[src/rtl/slot_uart_pkg.sv]
// Shared command code, FSM state type and synchronizer depth for the slot-card UART arbiter.
package slot_uart_pkg;

  localparam logic [15:0] CMD_UART_ARB_CFG = 16'h0041;
  localparam int          SYNC_DEPTH       = 2;

  typedef enum logic [1:0] {
    ST_IDLE    = 2'd0,
    ST_BUSY    = 2'd1,
    ST_RELEASE = 2'd2
  } arb_state_t;

endpackage

[src/rtl/uart_arb_select.sv]
// Combinational requester pick: lowest requesting index at or after ptr, wrapping.
// A ptr held at zero degenerates to fixed lowest-index priority.
module uart_arb_select #(
  parameter int NUM_SLOTS = 4,
  parameter int PTR_W     = $clog2(NUM_SLOTS)
) (
  input  logic [NUM_SLOTS-1:0] req,
  input  logic [PTR_W-1:0]     ptr,
  output logic [NUM_SLOTS-1:0] gnt
);

  int   idx;
  logic found;

  always_comb begin
    gnt   = '0;
    found = 1'b0;
    idx   = 0;
    for (int i = 0; i < NUM_SLOTS; i++) begin
      idx = (int'(ptr) + i) % NUM_SLOTS;
      if (!found && req[idx]) begin
        gnt[idx] = 1'b1;
        found    = 1'b1;
      end
    end
  end

endmodule

[src/rtl/uart_slot_arbiter.sv]
// Muxes one slot-card UART rx line onto the host (3 clk pin-to-pin) and routes host tx to a configured slot (1 clk).
// Define UART_ARB_RR_EN for round-robin selection; otherwise lowest index wins and no pointer exists.
module uart_slot_arbiter
  import slot_uart_pkg::*;
#(
  parameter int          NUM_SLOTS    = 4,
  parameter logic [15:0] IDLE_TIMEOUT = 16'd2000,
  parameter logic [7:0]  ARB_ADDR     = 8'h10
) (
  input  logic                 clk,
  input  logic                 reset,
  input  logic [NUM_SLOTS-1:0] rx,
  output logic [NUM_SLOTS-1:0] tx,
  input  logic                 tx_slot,
  output logic                 rx_slot,
  input  logic [15:0]          spi_cmd_r,
  input  logic [7:0]           spi_addr_r,
  input  logic [39:0]          spi_data_r,
  input  logic                 spi_data_valid_r,
  output logic [NUM_SLOTS-1:0] grant,
  output logic                 busy
);

  localparam int          PTR_W   = $clog2(NUM_SLOTS);
  localparam logic [15:0] CNT_MAX = IDLE_TIMEOUT - 16'd1;

  arb_state_t           state_q, state_nxt;
  logic [NUM_SLOTS-1:0] sync_q [SYNC_DEPTH];
  logic [NUM_SLOTS-1:0] rx_sync, req, sel_gnt, en_mask_q, grant_nxt;
  logic [7:0]           tx_target_q;
  logic [15:0]          cnt_q, cnt_nxt;
  logic [PTR_W-1:0]     gidx_q, sel_idx, sel_ptr;
  logic                 rx_slot_nxt, cfg_wr, line_hi, mask_lost, timed_out;
  logic                 unused_spi;

  assign cfg_wr     = spi_data_valid_r && (spi_cmd_r == CMD_UART_ARB_CFG) && (spi_addr_r == ARB_ADDR);
  assign rx_sync    = sync_q[SYNC_DEPTH-1];
  assign req        = ~rx_sync & en_mask_q;
  assign line_hi    = rx_sync[gidx_q];
  assign mask_lost  = !en_mask_q[gidx_q];
  assign timed_out  = (cnt_q == CNT_MAX) && line_hi;
  assign unused_spi = ^spi_data_r;

`ifdef UART_ARB_RR_EN
  logic [PTR_W-1:0] ptr_q;

  always_ff @(posedge clk or posedge reset) begin
    if (reset)
      ptr_q <= '0;
    else if (state_q == ST_RELEASE)
      ptr_q <= (gidx_q == PTR_W'(NUM_SLOTS - 1)) ? '0 : gidx_q + PTR_W'(1);
  end

  assign sel_ptr = ptr_q;
`else
  assign sel_ptr = '0;
`endif

  uart_arb_select #(
    .NUM_SLOTS(NUM_SLOTS),
    .PTR_W    (PTR_W)
  ) u_select (
    .req(req),
    .ptr(sel_ptr),
    .gnt(sel_gnt)
  );

  always_comb begin
    sel_idx = '0;
    for (int i = 0; i < NUM_SLOTS; i++)
      if (sel_gnt[i]) sel_idx = PTR_W'(i);
  end

  // Synchronizers, config registers and tx routing run regardless of the rx grant.
  always_ff @(posedge clk or posedge reset) begin
    if (reset) begin
      for (int d = 0; d < SYNC_DEPTH; d++) sync_q[d] <= '1;
      en_mask_q   <= '0;
      tx_target_q <= 8'hFF;
      tx          <= '1;
    end else begin
      sync_q[0] <= rx;
      for (int d = 1; d < SYNC_DEPTH; d++) sync_q[d] <= sync_q[d-1];
      if (cfg_wr) begin
        en_mask_q   <= spi_data_r[NUM_SLOTS-1:0];
        tx_target_q <= spi_data_r[15:8];
      end
      tx <= '1;
      if (tx_target_q < 8'(NUM_SLOTS)) tx[tx_target_q[PTR_W-1:0]] <= tx_slot;
    end
  end

  always_ff @(posedge clk or posedge reset) begin
    if (reset) begin
      state_q <= ST_IDLE;
      grant   <= '0;
      busy    <= 1'b0;
      rx_slot <= 1'b1;
      cnt_q   <= '0;
      gidx_q  <= '0;
    end else begin
      state_q <= state_nxt;
      grant   <= grant_nxt;
      busy    <= |grant_nxt;
      rx_slot <= rx_slot_nxt;
      cnt_q   <= cnt_nxt;
      if (state_q == ST_IDLE) gidx_q <= sel_idx;
    end
  end

  always_comb begin
    state_nxt = state_q;
    case (state_q)
      ST_IDLE:    if (|req) state_nxt = ST_BUSY;
      ST_BUSY: begin
        if (mask_lost)      state_nxt = ST_IDLE;
        else if (timed_out) state_nxt = ST_RELEASE;
      end
      ST_RELEASE: state_nxt = ST_IDLE;
      default:    state_nxt = ST_IDLE;
    endcase
  end

  // Outputs are registered from these next values so rx_slot never glitches low when no grant.
  always_comb begin
    grant_nxt   = '0;
    rx_slot_nxt = 1'b1;
    cnt_nxt     = '0;
    case (state_q)
      ST_IDLE: begin
        if (|req) begin
          grant_nxt   = sel_gnt;
          rx_slot_nxt = rx_sync[sel_idx];
        end
      end
      ST_BUSY: begin
        if (state_nxt == ST_BUSY) begin
          grant_nxt   = grant;
          rx_slot_nxt = line_hi;
          if (!line_hi)
            cnt_nxt = '0;
          else if (cnt_q == CNT_MAX)
            cnt_nxt = cnt_q;
          else
            cnt_nxt = cnt_q + 16'd1;
        end
      end
      default: ;
    endcase
  end

endmodule

[config.mk]
export PLATFORM = sky130hd
export DESIGN_NAME = uart_slot_arbiter
export DESIGN_NICKNAME = d
export VERILOG_FILES = /design/src/rtl/slot_uart_pkg.sv /design/src/rtl/uart_arb_select.sv /design/src/rtl/uart_slot_arbiter.sv
export SDC_FILE = /design/constraint.sdc
export NUM_CORES = 1
export LEC_CHECK = 0
export BUFFER_PORTS_ARGS = -buffer_cell sky130_fd_sc_hd__buf_2
export CORE_ASPECT_RATIO = 0.6
export CORE_MARGIN = 4
export CORE_UTILIZATION = 51
export CTS_BUF_LIST = sky130_fd_sc_hd__clkbuf_4 sky130_fd_sc_hd__clkbuf_8
export CTS_CLUSTER_DIAMETER = 80
export DETAILED_ROUTE_END_ITERATION = 6
export GPL_ROUTABILITY_DRIVEN = 0
export PLACE_DENSITY = 0.93
export SETUP_SLACK_MARGIN = 0.3
export SLEW_MARGIN = 15
export SYNTH_ARGS = -nofsm -noshare
export SYNTH_HDL_FRONTEND = slang
export SYNTH_SLANG_ARGS = --single-unit
[constraint.sdc]
create_clock -name clk -period 2.35 [get_ports clk]
set_clock_uncertainty 0.05 [all_clocks]
set_input_delay 0.235 -clock clk [delete_from_list [all_inputs] [get_ports clk]]
set_output_delay 0.235 -clock clk [all_outputs]
set_load 0.02 [all_outputs]
==> results.cfg <==
[placed_design]
dp_hpwl_um = 3204
pre_cts_slack_ns = 0.4986
io_buffers = 53
place_inst = 288
placedInstanceArea_um2 = 2535

[finish]
stdcell_count = 300
layout-drive-gt1-share_pct = 44.58
nFillCells = 317
postLayoutCellArea_um2 = 2689
finalNetCount = 312
antennaDiodeCount = 0
synthToLayoutAreaGrowth_pct = 22.24

[timing]
fin_crit_ns = 1.875
worstMarginPinSlew_ns = 0.8130
rsz0062_at_grt = no
finalHoldViolations = 0
timing.final.ws_setup_ns = 0.4751
finalSetupViolations = 0
slew_headroom_pct = 45.72
fmax_ghz = 0.5334
final_max_slew_viol_count = 0
tns_ns = 0
finalCritPeriodShare_pct = 79.78

[die]
chipHeight_um = 58.87
initial_core_util_pct = 53.08
core.rowCount = 18
die_width_um = 92.79
dieArea_um2 = 5462
ios = 82
core_area_um2 = 4144

[drt]
met2WireLength_um = 1986
ant_nets = 0
viasPerCell = 5.213
drt_iter0_drc = 60
routedWlPerCell_um = 14.54
routed_wl_um = 4361
met3_length_um = 294
vias = 1564
drc_errors = 0
topRoutingLayerUsed = met4
wl_met1_um = 2057
dr.pass1.iters = 4

[global_routing]
grt_max_degree = 42
grt.overflow.total = 0
grt_pass1_vias = 1624
grt_use_total_pct = 17.68
grt_first_pass_wirelength_um = 7493
antenna_found_initial = 0

[synthesis]
ys_seq_area_share_pct = 58.08
synth_cells = 176
synth_warnings = 0
synth_cell_types = 38
synthFlopType = dfrtp_1
async_reset_ff_share_pct = 100.0
synth_edf_count = 0
synth_area_um2 = 2200
synth_seq_cells = 50
syn_avg_cell_area_um2 = 12.50
syn_nets = 249

[clock_network]
cts-root-buf = clkbuf_8
cts.sinks = 50
cts_buffers = 5
htreeDepth = 2
insertion_delay_ns = 0.30
postCtsResizedCells = 0
cts_tree = built
cts_buffer_depth = 2
post_cts_buffers = 0
clkTransAtPathRegs_ns = 0.09

[power_and_ir_drop]
power_w = 0.001558
ir_worst_vdd_mv = 0.3477
power_density_nw_per_um2 = 579.3
power_leakage_nw = 1.199

[worst_setup_path]
critical_path_class = reg -> reg
required_ns = 2.50
path_max_fanout = 7
critPathArrivalTime_ns = 2.02
end_kind = register
start_kind = register

[outcome]
status = completed

[run]
drv_cap = 0

[hold_path]
min_path_type = in -> async
[cells in the final DEF (no fill, tap or decap), drive strengths merged, types with 2 or more instances in the layout]
cell type	instances
dfstp	21
o21ai	3
nand3	8
xor2	9
nand2	6
buf	56
clkbuf	7
and4	2
inv	3
a22o	3
nor2	24
nand2b	3
nor2b	4
nor3	2
xnor2	5
mux2	12
and2	2
nand3b	2
mux4	2
nand4	8
nor4b	5
dlygate4sd3	4
nor4	8
dfrtp	29
[cells by family (layout without fill, tap and decap cells)]
logic type,Yosys count,after routing,share of synthesized area (%)
compound gates,12,12,4.437
xor+xnor,14,14,5.575
fa+ha+maj,1,1,0.5687
buf+inv,7,71,1.763
flops,50,50,58.08
mux,14,14,8.191
simple gates,78,78,21.39
[Yosys cell counts, types with 3 or more instances]
master	count	share of area, %
nand2b_1	3	0.85
nand2_1	6	1.0
dfrtp_1	29	33
nor4b_1	5	2.0
o21ai_0	3	0.68
xor2_1	9	3.6
dfstp_2	21	25
nor2_1	24	4.1
nor2b_1	4	1.1
nand4_1	8	2.3
inv_1	3	0.51
mux2_2	12	6.1
xnor2_1	5	2.0
a22o_1	3	1.2
nor4_1	7	2.0
nand3_1	7	1.6
[final timing paths]
kind | startpoint | to | slack, ns | cells past startpoint
max in group asynchronous | reset | tx_target_q[5]$_DFFE_PP1P_ | 1.53 | 3
min in group clk | spi_data_r[14] | tx_target_q[6]$_DFFE_PP1P_ | 0.11 | 2
min | reset | state_q[1]$_DFF_PP0_ | 0.04 | 2
min reg2reg | sync_q[7]$_DFF_PP1_ | rx_sync[3]$_DFF_PP1_ | 0.31 | 0
max | cnt_q[0]$_DFFE_PP0P_ | grant[1]$_DFF_PP0_ | 0.48 | 5
max reg2reg | cnt_q[0]$_DFFE_PP0P_ | grant[1]$_DFF_PP0_ | 0.48 | 5
[registers in the layout (all words and copies together) (netlist names), 4 cells and up]
register,cells
en_mask_q,4
tx,4
tx_target_q,8
rx_sync,4
sync_q,4
grant,4
cnt_q,16
[metal layers]
layer,vias to the layer above,GRT usage (%)
met5,-,0
met4,0,4.384
met3,3,4.215
met2,64,27.33
met1,738,25.54
li1,759,-
[critical path, stage by stage, from the launching register on]
cell,delay (ns)
dfrtp_1,0.41
ha_1,0.34
nand3_1,0.17
nand4b_2,0.31
o21a_4,0.27
a22o_1,0.22
[layout make-up]
type                            count  area, um^2  area share, %
Clock buffer                        7       83.83          3.118
Timing Repair Buffer               60       327.8          12.19
Inverter                            3       11.26         0.4188
Sequential cell                    50        1277          47.51
Clock inverter                      1       30.03          1.117
Multi-Input combinational cell    119       883.3          32.85
Tap cell                           60       75.07          2.792
[stage by stage]
step | hold WS [ns] | util, %
floorplan | 0.1895 | -
finish | 0.04439 | 64.89
detailed placement | 0.2916 | 61.17
global placement | 0.2921 | 61.17
global route | 0.1041 | 64.89
CTS | 0.06343 | 64.89
[what timing repair did]
item                       CTS  global route
hold endpoints to repair     4             0
setup endpoints to repair    0             0
hold buffers                 4             0
[report_power, final]
part | total (W) | switching, W | internal (W)
Clock | 0.000607 | 0.000266 | 0.000342
Combinational | 0.0000716 | 0.0000329 | 0.0000387
Sequential | 0.000879 | 0.00000361 | 0.000875
Note: power is estimated with default switching activity, not from simulation.
